==> src/rtl/uart_pkg.sv <==
// ---------------------------------------------------------------------------
// uart_pkg
// Shared definitions for the UART transmit path: byte width and the state
// encoding of the feeder dispatch FSM that sits in front of UART_TX.
// ---------------------------------------------------------------------------
package uart_pkg;

   localparam int BYTE_W = 8;

   // Encoding is fixed so the state can be probed on a debug bus.
   typedef enum logic [1:0] {
      IDLE    = 2'd0,
      START   = 2'd1,
      WAIT_HI = 2'd2,
      WAIT_LO = 2'd3
   } feeder_state_t;

endpackage

==> src/rtl/uart_tx_feeder_if.sv <==
// ---------------------------------------------------------------------------
// uart_tx_feeder_if
// Byte-push side and UART_TX handshake side of the feeder, bundled together.
//   wr_en/wr_data  : producer pushes one byte per cycle
//   wr_full        : feeder FIFO full, pushes are dropped
//   tx_start       : one-cycle START pulse to UART_TX
//   tx_data        : byte for UART_TX, held for the whole frame
//   tx_busy        : BUSY from UART_TX
// slave  : the feeder itself
// master : the surroundings (producer plus UART_TX)
// ---------------------------------------------------------------------------
interface uart_tx_feeder_if;

   logic                       wr_en;
   logic [uart_pkg::BYTE_W-1:0] wr_data;
   logic                       wr_full;
   logic                       tx_start;
   logic [uart_pkg::BYTE_W-1:0] tx_data;
   logic                       tx_busy;

   modport master (
      output wr_en, wr_data, tx_busy,
      input  wr_full, tx_start, tx_data
   );

   modport slave (
      input  wr_en, wr_data, tx_busy,
      output wr_full, tx_start, tx_data
   );

endinterface

==> src/rtl/uart_byte_fifo.sv <==
// ---------------------------------------------------------------------------
// uart_byte_fifo
// Synchronous circular byte FIFO with an explicit occupancy counter.
//   clk, reset      : clock, synchronous active-high reset
//   wr_en, wr_data  : push request; ignored while full
//   rd_en           : pop request; ignored while empty
//   rd_data         : byte at the read pointer (combinational)
//   level           : bytes stored, 0..2**DEPTH_LOG2
//   full, empty     : occupancy flags derived from level
// Pointers are DEPTH_LOG2 bits and wrap naturally; level carries the extra
// bit that tells full from empty.
// ---------------------------------------------------------------------------
module uart_byte_fifo
   import uart_pkg::*;
#(
   parameter int DEPTH_LOG2 = 4
) (
   input  logic                  clk,
   input  logic                  reset,
   input  logic                  wr_en,
   input  logic [BYTE_W-1:0]     wr_data,
   input  logic                  rd_en,
   output logic [BYTE_W-1:0]     rd_data,
   output logic [DEPTH_LOG2:0]   level,
   output logic                  full,
   output logic                  empty
);

   localparam int DEPTH = 2 ** DEPTH_LOG2;
   localparam logic [DEPTH_LOG2:0]   FULL_LVL = {1'b1, {DEPTH_LOG2{1'b0}}};
   localparam logic [DEPTH_LOG2:0]   LVL_ONE  = {{DEPTH_LOG2{1'b0}}, 1'b1};
   localparam logic [DEPTH_LOG2-1:0] PTR_ONE  = {{(DEPTH_LOG2-1){1'b0}}, 1'b1};

   logic [BYTE_W-1:0]     mem [DEPTH];
   logic [DEPTH_LOG2-1:0] wr_ptr;
   logic [DEPTH_LOG2-1:0] rd_ptr;
   logic                  push;
   logic                  pop;

   assign full    = (level == FULL_LVL);
   assign empty   = (level == '0);
   assign push    = wr_en && !full;
   assign pop     = rd_en && !empty;
   assign rd_data = mem[rd_ptr];

   always_ff @(posedge clk) begin
      if (reset) begin
         wr_ptr <= '0;
         rd_ptr <= '0;
         level  <= '0;
      end else begin
         if (push) wr_ptr <= wr_ptr + PTR_ONE;
         if (pop)  rd_ptr <= rd_ptr + PTR_ONE;
         // push and pop together leave the count alone
         case ({push, pop})
            2'b10:   level <= level + LVL_ONE;
            2'b01:   level <= level - LVL_ONE;
            default: level <= level;
         endcase
      end
   end

   // Storage needs no reset: only slots behind the write pointer are read.
   always_ff @(posedge clk) begin
      if (push) mem[wr_ptr] <= wr_data;
   end

endmodule

==> src/rtl/uart_tx_feeder.sv <==
// ---------------------------------------------------------------------------
// uart_tx_feeder
// Byte FIFO plus dispatch FSM directly upstream of UART_TX. Producers push
// bytes at clock rate; one START/DATA pair is issued per frame, paced on
// UART_TX BUSY so nothing is dropped or issued while a frame is in flight.
//   clk, reset  : system clock (shared with UART_TX), sync active-high reset
//   bus         : push side and UART_TX handshake (slave modport)
//   level       : bytes queued, 0..2**DEPTH_LOG2
//   overflow    : sticky, a push arrived while full
//   tx_err      : sticky, BUSY never rose within BUSY_TMO cycles of START
//   idle        : FIFO empty and FSM in IDLE
// ---------------------------------------------------------------------------
module uart_tx_feeder
   import uart_pkg::*;
#(
   parameter int DEPTH_LOG2 = 4,
   parameter int BUSY_TMO   = 7
) (
   input  logic                clk,
   input  logic                reset,
   uart_tx_feeder_if.slave     bus,
   output logic [DEPTH_LOG2:0] level,
   output logic                overflow,
   output logic                tx_err,
   output logic                idle
);

   localparam int TMR_W = $clog2(BUSY_TMO + 1);
   localparam logic [TMR_W-1:0] TMR_ONE  = TMR_W'(1);
   // Timer counts WAIT_HI cycles; the error fires on the cycle whose
   // increment would land on BUSY_TMO-1, i.e. BUSY_TMO cycles after the
   // START pulse first became visible.
   localparam logic [TMR_W-1:0] TMR_LAST = TMR_W'(BUSY_TMO - 2);

   feeder_state_t     state;
   feeder_state_t     state_nx;
   logic [TMR_W-1:0]  timer;
   logic [BYTE_W-1:0] tx_data_q;

   logic              fifo_pop;
   logic [BYTE_W-1:0] fifo_rd_data;
   logic              fifo_full;
   logic              fifo_empty;
   logic              timer_inc;
   logic              err_set;

   uart_byte_fifo #(
      .DEPTH_LOG2 (DEPTH_LOG2)
   ) u_fifo (
      .clk     (clk),
      .reset   (reset),
      .wr_en   (bus.wr_en),
      .wr_data (bus.wr_data),
      .rd_en   (fifo_pop),
      .rd_data (fifo_rd_data),
      .level   (level),
      .full    (fifo_full),
      .empty   (fifo_empty)
   );

   // ---------------- FSM ----------------
   always_ff @(posedge clk) begin
      if (reset) state <= IDLE;
      else       state <= state_nx;
   end

   always_comb begin
      state_nx  = state;
      fifo_pop  = 1'b0;
      timer_inc = 1'b0;
      err_set   = 1'b0;
      case (state)
         IDLE: begin
            // BUSY already high here means someone else started a frame;
            // hold off until the line is free.
            if (!fifo_empty && !bus.tx_busy) begin
               fifo_pop = 1'b1;
               state_nx = START;
            end
         end
         START: begin
            state_nx = WAIT_HI;
         end
         WAIT_HI: begin
            if (bus.tx_busy) begin
               state_nx = WAIT_LO;
            end else if (timer == TMR_LAST) begin
               // byte is abandoned; it left the FIFO and stays gone
               err_set  = 1'b1;
               state_nx = IDLE;
            end else begin
               timer_inc = 1'b1;
            end
         end
         WAIT_LO: begin
            if (!bus.tx_busy) state_nx = IDLE;
         end
         default: state_nx = IDLE;
      endcase
   end

   // ---------------- datapath ----------------
   always_ff @(posedge clk) begin
      if (reset) begin
         timer <= '0;
      end else if (state == START) begin
         timer <= '0;
      end else if (timer_inc) begin
         timer <= timer + TMR_ONE;
      end
   end

   // Registered so UART_TX sees a byte that holds still for the whole frame
   // regardless of FIFO traffic.
   always_ff @(posedge clk) begin
      if (reset)         tx_data_q <= '0;
      else if (fifo_pop) tx_data_q <= fifo_rd_data;
   end

   always_ff @(posedge clk) begin
      if (reset) begin
         overflow <= 1'b0;
         tx_err   <= 1'b0;
      end else begin
         if (bus.wr_en && fifo_full) overflow <= 1'b1;
         if (err_set)                tx_err   <= 1'b1;
      end
   end

   assign bus.tx_start = (state == START);
   assign bus.tx_data  = tx_data_q;
   assign bus.wr_full  = fifo_full;
   assign idle         = fifo_empty && (state == IDLE);

endmodule

==> src/flat_wrapper.sv <==
// flat-port wrapper written by rule: the top's interface ports become plain ports
module uart_tx_feeder_flat import uart_pkg::*;
#(
   parameter int DEPTH_LOG2 = 4,
   parameter int BUSY_TMO   = 7
)
  (clk, reset, level, overflow, tx_err, idle, bus_wr_en, bus_wr_data, bus_tx_busy, bus_wr_full, bus_tx_start, bus_tx_data);
  uart_tx_feeder_if bus_i ();
  input  logic clk;
  input  logic reset;
  output logic [DEPTH_LOG2:0] level;
  output logic overflow;
  output logic tx_err;
  output logic idle;
  input wire logic [$bits(bus_i.wr_en)-1:0] bus_wr_en;
  input wire logic [$bits(bus_i.wr_data)-1:0] bus_wr_data;
  input wire logic [$bits(bus_i.tx_busy)-1:0] bus_tx_busy;
  output wire logic [$bits(bus_i.wr_full)-1:0] bus_wr_full;
  output wire logic [$bits(bus_i.tx_start)-1:0] bus_tx_start;
  output wire logic [$bits(bus_i.tx_data)-1:0] bus_tx_data;
  assign bus_i.wr_en = bus_wr_en;
  assign bus_i.wr_data = bus_wr_data;
  assign bus_i.tx_busy = bus_tx_busy;
  assign bus_wr_full = bus_i.wr_full;
  assign bus_tx_start = bus_i.tx_start;
  assign bus_tx_data = bus_i.tx_data;
  uart_tx_feeder #(.DEPTH_LOG2(DEPTH_LOG2), .BUSY_TMO(BUSY_TMO)) u_core (.clk(clk), .reset(reset), .bus(bus_i), .level(level), .overflow(overflow), .tx_err(tx_err), .idle(idle));
endmodule
==> config.mk <==
export PLATFORM = sky130hd
export DESIGN_NAME = uart_tx_feeder_flat
export DESIGN_NICKNAME = d
export VERILOG_FILES = /design/src/rtl/uart_pkg.sv /design/src/rtl/uart_tx_feeder_if.sv /design/src/rtl/uart_byte_fifo.sv /design/src/rtl/uart_tx_feeder.sv /design/src/flat_wrapper.sv
export SDC_FILE = /design/constraint.sdc
export NUM_CORES = 1
export LEC_CHECK = 0
export CAP_MARGIN = 30
export CORE_MARGIN = 4
export CORE_UTILIZATION = 60
export DETAILED_ROUTE_END_ITERATION = 6
export PLACE_DENSITY = 0.79
export SETUP_SLACK_MARGIN = 0.3
export SYNTH_ARGS = -nofsm -noshare
export SYNTH_HDL_FRONTEND = slang
export SYNTH_SLANG_ARGS = --single-unit
==> constraint.sdc <==
create_clock -name clk -period 7.95 [get_ports clk]
set_input_delay 1.1925 -clock clk [delete_from_list [all_inputs] [get_ports clk]]
set_output_delay 1.1925 -clock clk [all_outputs]
set_load 0.01 [all_outputs]
# == Yosys cells after proc, flatten, opt, wreduce, memory -nomap -nowiden ==
# Memories as Yosys holds them, arrays and structs flattened. A register that Yosys moved wholly into a read port is not among the register bits.
# Index checks and enable logic that the tools add are counted.
# W data, S select, Z words.
# classes
n_addsub,5
mul,0
div_mod_pow,0
n_lt_le_gt_ge,0
n_eq_ne,10
shift,0
muxes,16
bitwise_logic,0
n_reduce_logical,13
# op_table
operator,n
$mux W1,10
$pmux W5 S2,1
$add A4 B1 Y4 const B,2
$mux W2,4
$pmux W2 S4,1
$eq A2 B2 Y1 const B,3
$add A5 B1 Y5 const B,1
$eq A5 B5 Y1 const B,1
$logic_and A1 B1 Y1,5
$logic_not A5 Y1,1
$sub A5 B1 Y5 const B,1
$eq A2 B1 Y1 const B,2
$add A3 B1 Y3 const B,1
$eq A3 B3 Y1 const B,1
$logic_not A1 Y1,3
$ne A3 B2 Y1 const B,1
$reduce_and A3 Y1,1
$logic_not A2 Y1,1
$ne A2 B1 Y1 const B,1
$ne A2 B2 Y1 const B,1
$reduce_bool A2 Y1,1
$reduce_or A2 Y1,1
# word_totals
ff_bits,20
latchBits,0
ramBits,128
rom_bits,0
inputBits,12
mem_count,1
# memory_table
memory,depth,width,rd,rd_ports_with_merged_regs,wr,line_no,source
u_core.u_fifo.mem,16,8,1,1,1,uart_byte_fifo.sv:34,logic [BYTE_W-1:0] mem [DEPTH];

# == Longest topological paths before layout ==
# logic_depth
ltp_word,8
mapped_depth,11
mapped_depth_nobuf,11

# == Hierarchy ==
# From an unflattened synthesis, not the netlist that was laid out.
# hier_totals
hier_cells,368
area_unflattened_um2,6605.1
# by_module_without_submodules
mod,instances,cells_per_inst,area_per_inst_um2,seq_area_each_um2
uart_byte_fifo,1,305,5974.5,4184.0
uart_tx_feeder,1,63,630.6,300.3

# == Worst setup path before layout ==
# No wires, ideal clock.
# synth_timing
path_type,input to register
startpoint,input port bus_tx_busy
endpoint,register u_core.u_fifo.level[4]
t_arrival_ns,3.427
setup_slack_ns,4.400
path_stages,10
path_buffers,1
cell_sequence,a2111oi_4 > buf_4 > ha_1 > inv_1 > fa_1 > nor2b_1 > o21ai_1 > nand3_1 > or3b_1 > mux2_1
# synth_via
elab_chain_len,7
word_cells_on_any_way,9
# synth_rtl
element,line_no,source
from (decl),flat_wrapper.sv:17,input wire logic [$bits(bus_i.tx_busy)-1:0] bus_tx_busy;
$logic_not A1 Y1 (*),uart_tx_feeder.sv:76,if (!fifo_empty && !bus.tx_busy) begin
$logic_and A1 B1 Y1 (*),uart_tx_feeder.sv:76,
$mux W1 (*),uart_tx_feeder.sv:76,
$mux W1 (*),uart_tx_feeder.sv:72,case (state)
$logic_and A1 B1 Y1 (*),uart_byte_fifo.sv:43,assign pop = rd_en && !empty;
named net u_core.u_fifo.pop,uart_byte_fifo.sv:38,logic pop;
$eq A2 B1 Y1 / $eq A2 B2 Y1 (equally long branches),uart_byte_fifo.sv:55,"case ({push, pop})"
$pmux W5 S2 / $reduce_bool A2 Y1 (equally long branches),n/a,
to (signal assigned),uart_byte_fifo.sv:56,2'b10: level <= level + LVL_ONE;
to (signal assigned),uart_byte_fifo.sv:57,2'b01: level <= level - LVL_ONE;
to (signal assigned),uart_byte_fifo.sv:58,default: level <= level;
to (decl),uart_byte_fifo.sv:24,"output logic [DEPTH_LOG2:0] level,"
# The timed path passes the listed nets; every way through them passes the cells marked *.
# A chain may end at the register's enable or synchronous reset.

# == Final worst setup path ==
# layout_timing
startpoint,input port bus_tx_busy
endpoint,register u_core.u_fifo.level[4]
# layout_via
elab_chain_len,7
word_cells_on_any_way,9
# layout_rtl
element,line_no
$logic_not A1 Y1 (*),uart_tx_feeder.sv:76
$logic_and A1 B1 Y1 (*),uart_tx_feeder.sv:76
$mux W1 (*),uart_tx_feeder.sv:76
$mux W1 (*),uart_tx_feeder.sv:72
$logic_and A1 B1 Y1 (*),uart_byte_fifo.sv:43
$eq A2 B1 Y1 / $eq A2 B2 Y1 (equally long branches),uart_byte_fifo.sv:55
$pmux W5 S2 / $reduce_bool A2 Y1 (equally long branches),n/a
# Mark *: on every way between the ends. The rest lies on a longest branch, timed or not.

==> key figures <==
STA
  – Hold_ws: 0.484 ns
  – RSZ-0062 raised after global routing: no
  – Final Skew: 0.0103 ns
  – Fin crit period: 3.79 ns
  – Pins over their slew limit: 0
  – Worst slew margin: 41.1%
  – Final count of hold timing violations: 0
  – Final setup viols: 0
  – Worst Tran Pin Value: 0.881 ns
  – Setup ws final: 4.16 ns
  – Fin crit share: 47.6%
  – Max frequency: 0.264 GHz
  – Setup TNS: 0 ns

GRT
  – GRT Residual Overflow: 0
  – First-pass GRT wire length: 20,100 um
  – Vias in the first global route: 3,669
  – Gr usage total: 21.4%
  – Initial antenna violation count: 0
  – Largest net degree at the start of global routing: 45

Critical path
  – Worst setup EP type: flip-flop
  – Arrival time at the worst endpoint: 4.18 ns
  – Crit Path Category: in2reg
  – WP data required: 8.35 ns
  – Crit-path max FO: 22
  – CP startpoint kind: input port

Clock tree
  – Post-CTS Hold Buffers: 0
  – CTS Buf Count: 17
  – Clock Tree Root: clkbuf_8
  – Postcts setup bufs: 0
  – Worst skew pair latency: 0.51 ns
  – H-tree Lvls: 4
  – Clk buf depth: 2
  – CTS tree: yes
  – Clock slew at reported path FFs: 0.06 ns
  – CTS resizes: 0
  – Clock sink count: 156

Power
  – Total power: 2.21 mW
  – Max VDD drop: 0.201 mV
  – Leak: 2.32 nW
  – Power density over the cells: 302 mW/mm2

Placement
  – Routability Congestion: 0.797
  – Area post-placement: 0.00675 mm2
  – Placed cells: 569
  – DP Worst Slack: 3.66 ns
  – DPL Wire Length: 8060 um
  – IO Port Bufs: 29

Drt
  – Starting DRT DRC Count: 349
  – Wire per inst: 20.8 um
  – First-pass detailed-route iteration total: 5
  – Residual DRC: 0
  – Vias/cell: 5.95
  – DR vias: 3,569
  – Total wire length: 12,500 um
  – Antenna viol nets, final: 0

Final layout
  – Fill cell count: 663
  – Ratio of cells with drive above 1 in the final layout: 11.0%
  – P&R area growth vs syn: 15.8%
  – Final core occ: 71.0%
  – Nets: 476
  – Non-Filler Instances: 600
  – Area of the multi-input gates: 0.00177 mm2
  – N_diodes: 0
  – Reg area: 0.00441 mm2
  – Post-route cell area: 0.00733 mm2

Yosys
  – Async SR Flop Fraction: 0%
  – Post-synth top area cell: edfxtp_1
  – Top-area cell type share of the netlist area: 60.7%
  – Cell with the most instances after synthesis: edfxtp_1
  – Synth cell types: 41
  – Seq cells post-synth: 156
  – Post-Syn Area: 0.00633 mm2
  – EDFF count, synth: 128
  – Synth area leaders: edfxtp_1 (61%), mux2i_1 (9.8%), dfxtp_1 (8.9%)
  – Ys flop type: edfxtp_1
  – Synthesis Warnings: 0
  – Sequential share of the synthesized area: 69.6%
  – Post-synth top cells: edfxtp_1 (128), mux2i_1 (62), nor2_1 (45), o22ai_1 (30), dfxtp_1 (28)
  – Mapped Nets: 442
  – Post-Synthesis Cells: 418
  – Syn Area/Cell: 15.1 um2

Floorplanning
  – Core Footprint: 0.0103 mm2
  – IO Pins: 30
  – FP Rows: 37
  – Die W: 111 um
  – Die height: 111 um
  – Die ar.: 0.0123 mm2
  – Initial core utilization: 61.3%

Worst hold path
  – Min-Delay Path Class: reg2reg

Flow run
  – Max-cap violation count: 0

Outcome
  – Run status: complete, no violations
==> per-layer routing <==
| layer | wire length [um] | vias up | global-route usage [%] |
|---|---|---|---|
| li1 | - | 1649 | - |
| met1 | 5310 | 1777 | 28.5 |
| met2 | 6310 | 125 | 35.4 |
| met3 | 659 | 18 | 4.75 |
| met4 | 176 | 0 | 6.57 |
| met5 | 0 | - | 0 |
==> sequential cells by signal, summed over array words and instances, names as in the netlist <==
signal	count
u_core.bus.tx_data	8
u_core.u_fifo.wr_ptr	4
u_core.u_fifo.mem	128
u_core.overflow	1
u_core.u_fifo.level	5
u_core.u_fifo.rd_ptr	4
u_core.tx_err	1
u_core.state	2
u_core.timer	3
==> path summary, 6_finish.rpt <==
check	from	to	slack, ns	cells after the start
setup / recovery	bus_tx_busy	u_core.u_fifo.level[4]$_SDFFE_PP0P_	4.16	11
hold reg to reg	u_core.overflow$_SDFFE_PP0P_	u_core.overflow$_SDFFE_PP0P_	0.48	2
setup reg to reg	u_core.u_fifo.level[0]$_SDFFE_PP0P_	u_core.u_fifo.level[4]$_SDFFE_PP0P_	4.74	11
hold / removal	u_core.overflow$_SDFFE_PP0P_	u_core.overflow$_SDFFE_PP0P_	0.48	2
==> area by class of cell <==
class	count	share of cell area, %
clock buffers	18	5.70
clock inverters	13	2.29
inverters	10	0.512
multi-input cells	231	24.1
flip-flops and latches	156	60.1
well taps	136	2.32
repair buffers	36	4.95
==> cells in the final DEF, fill, tap and decap left out, drive strengths merged, types with 2 or more instances in the layout <==
cell type        n
a211oi           8
a21oi            8
buf              7
bufinv           3
clkbuf          18
clkdlybuf4s50   29
clkinv           4
clkinvlp         4
dfxtp           28
edfxtp         128
ha              11
inv             12
mux2i           62
mux4             2
nand2           10
nand2b           2
nand3            3
nand3b           4
nand4            2
nor2            45
nor2b            3
nor3             6
nor4             8
o21ai            2
o22ai           30
or3b             3
xnor2            3
xor2             7
==> kinds of logic (layout without fill, tap and decap cells) <==
kind of cell | Yosys count | count (layout) | synth area share (%)
AOI/OAI and AO/OA | 53 | 53 | 6.30
DFF | 156 | 156 | 69.6
xor gates and xnor gates | 10 | 10 | 1.38
buffers and inverters | 31 | 77 | 2.47
and+or+nand+nor | 91 | 91 | 7.10
muxes | 65 | 65 | 10.7
adders and majority gates | 12 | 12 | 2.49
==> power breakdown <==
| group | switching, mW | total, mW | internal [mW] |
|---|---|---|---|
| combinational | 0.229 | 0.425 | 0.196 |
| sequential | 0.0548 | 0.996 | 0.941 |
| clock | 0.315 | 0.794 | 0.478 |
==> critical path: stages <==
cell             delay, ns
clkdlybuf4s50_1       0.49
a2111oi_4             0.34
buf_4                 0.35
ha_1                  0.29
inv_1                 0.10
fa_1                  0.39
nor2b_1               0.17
o21ai_1               0.11
nand3_1               0.09
or3b_1                0.35
mux2_1                0.31
Note: power is estimated with default switching activity, not from simulation.
